`src/rtl/n64adv2_i2s_tx.sv`:
```
// I2S transmitter: 16-bit stereo frames, 32 SCLK periods per frame, 1-bit delayed framing.
// A one-entry holding register accepts sample pairs; frames load on the slot 0->1 SCLK fall.
module n64adv2_i2s_tx #(
    parameter int SCLK_HALF_DIV = 4
) (
    input  logic        MCLK_i,
    input  logic        RST_i,
    input  logic [15:0] sample_l_i,
    input  logic [15:0] sample_r_i,
    input  logic        sample_valid_i,
    output logic        sample_ready_o,
    input  logic        mute_i,
    output logic        SCLK_o,
    output logic        LRCLK_o,
    output logic        SDATA_o,
    output logic        underrun_o
);

    localparam int            PW         = $clog2(SCLK_HALF_DIV);
    localparam logic [PW-1:0] PHASE_LAST = PW'(SCLK_HALF_DIV - 1);

    logic [PW-1:0] phase_q, phase_d;
    logic          sclk_q, sclk_d;
    logic [4:0]    slot_q, slot_d;
    logic          lrclk_q, lrclk_d;
    logic [31:0]   shreg_q, shreg_d;
    logic [15:0]   hold_l_q, hold_l_d;
    logic [15:0]   hold_r_q, hold_r_d;
    logic          hold_full_q, hold_full_d;
    logic          ready_q, ready_d;
    logic          underrun_q, underrun_d;

    logic          phase_wrap;
    logic          fall_evt;
    logic          load_evt;
    logic          xfer;
    logic [31:0]   load_word;

    // NOTE: every signal assigned in this block gets a default first, so no latch is inferred.
    always_comb begin
        phase_wrap  = (phase_q == PHASE_LAST);
        fall_evt    = phase_wrap && sclk_q;
        load_evt    = fall_evt && (slot_q == 5'd0);
        xfer        = sample_valid_i && ready_q;

        phase_d     = phase_wrap ? '0 : phase_q + 1'b1;
        sclk_d      = phase_wrap ? ~sclk_q : sclk_q;
        slot_d      = fall_evt ? slot_q + 5'd1 : slot_q;
        lrclk_d     = slot_d[4];

        hold_l_d    = hold_l_q;
        hold_r_d    = hold_r_q;
        hold_full_d = hold_full_q;
        shreg_d     = shreg_q;
        underrun_d  = 1'b0;
        load_word   = '0;

        if (load_evt) begin
            // A full holding register blocks transfers, so bypass only applies when empty.
            if (hold_full_q) begin
                load_word   = {hold_l_q, hold_r_q};
                hold_full_d = 1'b0;
            end else if (xfer) begin
                load_word   = {sample_l_i, sample_r_i};
            end else begin
                underrun_d  = 1'b1;
            end
            if (mute_i) begin
                load_word = '0;
            end
            shreg_d = load_word;
        end else begin
            // R[0] sits in bit 31 during slot 0 and is replaced only by the next load.
            if (fall_evt) begin
                shreg_d = {shreg_q[30:0], 1'b0};
            end
            if (xfer) begin
                hold_l_d    = sample_l_i;
                hold_r_d    = sample_r_i;
                hold_full_d = 1'b1;
            end
        end

        ready_d = ~hold_full_d;
    end

    // NOTE: sequential state uses non-blocking assignments so all flops update from pre-edge values.
    always_ff @(posedge MCLK_i) begin
        if (RST_i) begin
            phase_q     <= '0;
            sclk_q      <= 1'b0;
            slot_q      <= 5'd0;
            lrclk_q     <= 1'b0;
            shreg_q     <= '0;
            hold_full_q <= 1'b0;
            ready_q     <= 1'b0;
            underrun_q  <= 1'b0;
        end else begin
            phase_q     <= phase_d;
            sclk_q      <= sclk_d;
            slot_q      <= slot_d;
            lrclk_q     <= lrclk_d;
            shreg_q     <= shreg_d;
            hold_full_q <= hold_full_d;
            ready_q     <= ready_d;
            underrun_q  <= underrun_d;
        end
    end

    // NOTE: the holding data needs no reset; hold_full_q alone says whether it is meaningful.
    always_ff @(posedge MCLK_i) begin
        hold_l_q <= hold_l_d;
        hold_r_q <= hold_r_d;
    end

    assign SCLK_o         = sclk_q;
    assign LRCLK_o        = lrclk_q;
    assign SDATA_o        = shreg_q[31];
    assign underrun_o     = underrun_q;
    assign sample_ready_o = ready_q;

endmodule

```
`config.mk`:
```
export PLATFORM = sky130hd
export DESIGN_NAME = n64adv2_i2s_tx
export DESIGN_NICKNAME = d
export VERILOG_FILES = /design/src/rtl/n64adv2_i2s_tx.sv
export SDC_FILE = /design/constraint.sdc
export NUM_CORES = 1
export LEC_CHECK = 0
export BUFFER_PORTS_ARGS = -buffer_cell sky130_fd_sc_hd__buf_2
export CAP_MARGIN = 5
export CORE_MARGIN = 5
export CORE_UTILIZATION = 39
export DETAILED_ROUTE_END_ITERATION = 12
export MAX_ROUTING_LAYER = met4
export SETUP_SLACK_MARGIN = 0.1
export SYNTH_ARGS = -nofsm -noshare
export SYNTH_HDL_FRONTEND = slang
export SYNTH_SLANG_ARGS = --single-unit
```
`constraint.sdc`:
```
create_clock -name MCLK_i -period 2.3 [get_ports MCLK_i]
set_clock_uncertainty 0.1 [all_clocks]
set_input_delay 0.115 -clock MCLK_i [delete_from_list [all_inputs] [get_ports MCLK_i]]
set_output_delay 0.115 -clock MCLK_i [all_outputs]
set_load 0.005 [all_outputs]
```
Yosys cells after proc, flatten, opt, wreduce, memory -nomap -nowiden
Cells that the tools add are included.
{ "word_totals": {"register_bits": 75, "output_inout_bits": 5, "wordCells": 32} }
{ "op_classes": {"addsub": 2, "eq_ne": 1, "muxes": 8, "bitwise": 3, "n_reduce_logical": 8} }
{ "op_table": {"columns": ["op", "n"], "rows": [
  ["$mux W32", 5],
  ["$add A5 B1 Y5 const B", 1],
  ["$logic_not A5 Y1", 1],
  ["$logic_and A1 B1 Y1", 3],
  ["$mux W1", 3],
  ["$not A1 Y1", 3],
  ["$reduce_or A3 Y1", 1],
  ["$add A2 B1 Y2 const B", 1],
  ["$eq A2 B2 Y1 const B", 1],
  ["$reduce_and A2 Y1", 1],
  ["$reduce_bool A2 Y1", 1],
  ["$reduce_or A2 Y1", 1]
]} }

Logic depth before layout (Yosys ltp)
{ "logic_depth": {"word_depth": 5, "depth_mapped": 7, "ltp_nobuf": 5} }

Worst setup path before layout
Ideal clock, no wire load.
{ "synth_timing": {"path_type": "reg-to-reg", "startpoint": "register slot_q[0]", "endpoint": "register hold_l_q[0] (enable)", "setup_time_ns": 0.404, "t_arrival_ns": 1.983, "t_required_ns": 1.796, "path_slack_ns": -0.187, "stages_incl_launch_ff": 8, "synth_period_minus_slack_ns": 2.487, "path_cell_list": "dfxtp_1 -> inv_1 -> ha_1 -> or4b_4 -> or2_1 -> buf_6 -> buf_8 -> and3_1"} }
{ "synth_via": {"elab_chain_cells": 4} }
{ "synth_lines": {"columns": ["item", "line", "source"], "rows": [
  ["start: declaration", "24", "logic [4:0] slot_q, slot_d;"],
  ["start signal: assignment", "101", "slot_q <= slot_d;"],
  ["$logic_not A5 Y1", "43", "load_evt = fall_evt && (slot_q == 5'd0);"],
  ["$logic_and A1 B1 Y1", "43", null],
  ["$not A1 Y1 (no source line)", null, null],
  ["$reduce_and A2 Y1 (no source line)", null, null],
  ["end signal: assignment", "112", "hold_l_q <= hold_l_d;"],
  ["end: declaration", "27", "logic [15:0] hold_l_q, hold_l_d;"]
]} }
No other way between the ends.
A chain may end at the register's enable or synchronous reset.

Worst setup path in the final report
{ "layout_timing": {"startpoint": "register slot_q[0]", "endpoint": "register hold_l_q[14] (enable)"} }
Same word-level chain as after synthesis.

==> impl_metrics.py <==
metrics = {
    "outcome": {
        "status": "finished clean",
    },
    "routing": {
        "routed_wl_um": 8370,
        "drt-vias-per-instance": 5.30,
        "drt-pass1-iter-count": 4,
        "first_iter_violations": 144,
        "wire_per_inst_um": 15.8,
        "vias": 2803,
        "antenna_left": 0,
        "drc_errors": 0,
    },
    "job": {
        "maxCapViolCount": 0,
    },
    "timing": {
        "rsz0062_at_grt": "no",
        "hold_slack_ns": 0.279,
        "period_needed_ns": 2.03,
        "fmax_mhz": 492,
        "final_max_slew_viol_count": 0,
        "hold_violations": 0,
        "min_period_over_period": 0.883,
        "worst_slew_pin_slew_ns": 0.846,
        "setup_viol": 0,
        "setup_ws_ns": 0.269,
        "tns_ns": 0,
        "max_slew_margin": 0.436,
    },
    "worst_setup_path": {
        "critPathRequiredTime_ns": 2.23,
        "crit_fanout": 32,
        "cpPeakStageDelay_ns": 0.45,
        "critPathKind": "register to register",
        "r2r-end": "hold_l_q[14]",
        "worstPathCellList": "inv_1 > ha_1 > or4b_4 > or2_1 > and3_4",
        "cp-end-kind": "register",
        "r2r-start": "slot_q[0]",
        "crit_path_start_kind": "register",
        "r2r_cells": 5,
        "arrival_ns": 1.97,
        "critPathSlowestCell": "or4b_4",
        "ff2ff_setup_slack_ns": 0.27,
    },
    "synth": {
        "synth_area_leader_cell": "edfxtp_1",
        "syn_inst": 339,
        "synth_area_sq_um": 3690,
        "ys_seq_elements": 75,
        "syn_nets": 378,
        "synth_cell_type_count": 32,
        "synth_seq_area_share": 0.494,
        "netlist.area_leader.share": 0.261,
        "syn-mean-instance-area_sq_um": 10.9,
        "synth.top_cells.by_area": "edfxtp_1 26%, dfxtp_1 23%, o221a_4 15%, a21oi_1 9.1%, nand4b_1 7.4%",
        "yosysWarnings": 0,
    },
    "final_layout": {
        "final_nets": 434,
        "syn_to_final_growth_pct": 21.4,
        "drive_above_1_share": 0.250,
        "n_fill_cell": 881,
        "antenna_cells": 0,
        "regArea_sq_um": 1820,
        "multi_input_area_sq_um": 1660,
        "stdcell_area_sq_um": 4480,
    },
    "clock_network": {
        "numCtsBuffers": 9,
        "path_clk_slew_ns": 0.08,
        "ctsHtreeMaxLevel": 3,
        "insertion_delay_ns": 0.34,
        "cts_tree": "done",
        "cts_root_buf": "clkbuf_8",
        "clockBufferDepth": 2,
        "cts.sink_count": 75,
    },
    "grt": {
        "grt_usage": 0.156,
        "grt.met2_usage": 0.237,
        "grt_pass1_wl_um": 14100,
        "grtUsageMet3": 0.0270,
        "grt_max_degree": 45,
        "grt_use_met1": 0.213,
        "grt_pass1_vias": 2771,
        "busiest_layer": "met2",
        "grt_overflow": 0,
        "antenna_found_initial": 0,
    },
    "min_path": {
        "worstHoldStart": "RST_i",
        "min_path_cells": 2,
        "hold_path_end": "SCLK_o",
        "hp-class": "input pin to register",
    },
    "die": {
        "die_x_um": 107,
        "coreArea_sq_um": 9240,
        "die_area_sq_um": 11500,
        "num_rows": 35,
        "pin_count": 41,
        "start_util": 0.399,
        "die_y_um": 107,
    },
    "power_and_ir_drop": {
        "ir_worst_vdd_v": 0.000401,
        "p_per_area_nw_per_um2": 636,
        "power_leakage_nw": 1.51,
        "power_mw": 2.85,
    },
    "place": {
        "pre_cts_ws_ns": 0.288,
        "io_buffer_count": 40,
        "place_area_sq_um": 3950,
        "dp_hpwl_um": 5060,
        "place.gp.congestion": 0.740,
    },
}
## what timing repair did
action	4_1_cts	5_1_grt
buffers inserted	0	0
hold endpoints to repair	32	0
hold buffers	32	0
resized for setup	0	0
setup endpoints to repair	0	0
## logic make-up (layout without fill, tap and decap cells)
kind of cell / after synthesis / after routing / share of synthesized area
XOR/XNOR: 3 / 3 / 0.00712
AO/OA/AOI/OAI: 103 / 103 / 0.260
AND/OR/NAND/NOR: 115 / 115 / 0.172
flip-flops: 75 / 75 / 0.494
adder cells (fa/ha/maj): 3 / 3 / 0.0102
buffers and inverters: 40 / 101 / 0.0563
## registers in the layout, indices dropped and copies added, names as in the netlist
register	count
hold_l_q	16
shreg_q	32
phase_q	2
hold_r_q	16
sample_ready_o	1
SCLK_o	1
hold_full_q	1
underrun_o	1
slot_q	5
## final cells by class
cell class	instances	share of cell area
clock buffers	10	0.0285
flip-flops and latches	75	0.407
inverters	2	0.00168
clock inverters	6	0.0179
multi-input cells	224	0.372
well taps	129	0.0360
repair buffers	83	0.137
## per-stage QoR
step / util / std cells
after floorplan: - / 339
after global placement: 0.427 / 481
after detailed placement: 0.427 / 481
after CTS: 0.485 / 529
after global routing: 0.485 / 529
final: 0.485 / 529
## metal layers
layer | up-vias | routed length [um]
met2 | 45 | 3920
met1 | 1373 | 4110
met5 | - | 0
met4 | 0 | 82
met3 | 6 | 265
li1 | 1379 | -
## critical path: cells and delay by family, from the launching register on
family | cells | cell delay (ns)
adders and majority gates | 1 | 0.14
buffers and inverters | 1 | 0.09
DFF | 1 | 0.33
and+or+nand+nor | 3 | 1.06
## power by group
part	leakage [nW]	total, mW	switching, mW	internal [mW]
clock network	0.101	1.09	0.491	0.603
logic	0.767	0.303	0.175	0.128
registers	0.644	1.45	0.0186	1.43
total	1.51	2.85	0.685	2.16
## cells in the mapped netlist (all sizes together)
cell type / count
clkbuf: 25
or3: 2
o21ai: 3
edfxtp: 32
nand2: 34
and4b: 1
or2: 1
buf: 13
nor3: 2
o221a: 31
nor2: 35
o41ai: 1
nand4b: 31
and3: 1
xnor2: 2
ha: 3
nand3: 5
inv: 2
a21o: 1
a21oi: 67
nand3b: 1
nor3b: 1
dfxtp: 43
or4b: 1
xor2: 1
## layout by cell type (no fill, tap or decap), types with 2 or more instances in the layout
cell type	synthesis	final
ha_1	3	3
bufinv_16	0	2
xnor2_1	2	2
o21ai_0	3	3
buf_4	0	10
a21oi_1	67	67
nand4b_1	31	31
o221a_2	4	4
nand2_1	34	34
clkbuf_8	0	9
clkinv_1	0	2
buf_2	5	40
nor2_1	35	35
dlygate4sd3_1	0	32
nand3_1	5	5
o221a_4	27	27
edfxtp_1	32	32
dfxtp_1	43	43
inv_1	2	2
## worst max-delay path by stage
stage	start	to	slack, ns	cells after the start
final	slot_q[0]	hold_l_q[14]	0.27	5
after global routing	slot_q[0]	hold_r_q[0]	0.18	5
after floorplan	slot_q[0]	hold_l_q[0]	0.17	7
after global placement	slot_q[0]	hold_r_q[11]	0.32	5
after detailed placement	slot_q[0]	hold_r_q[11]	0.29	5
after CTS	slot_q[0]	hold_l_q[13]	0.27	5
Power figures use the tool's default switching activity.
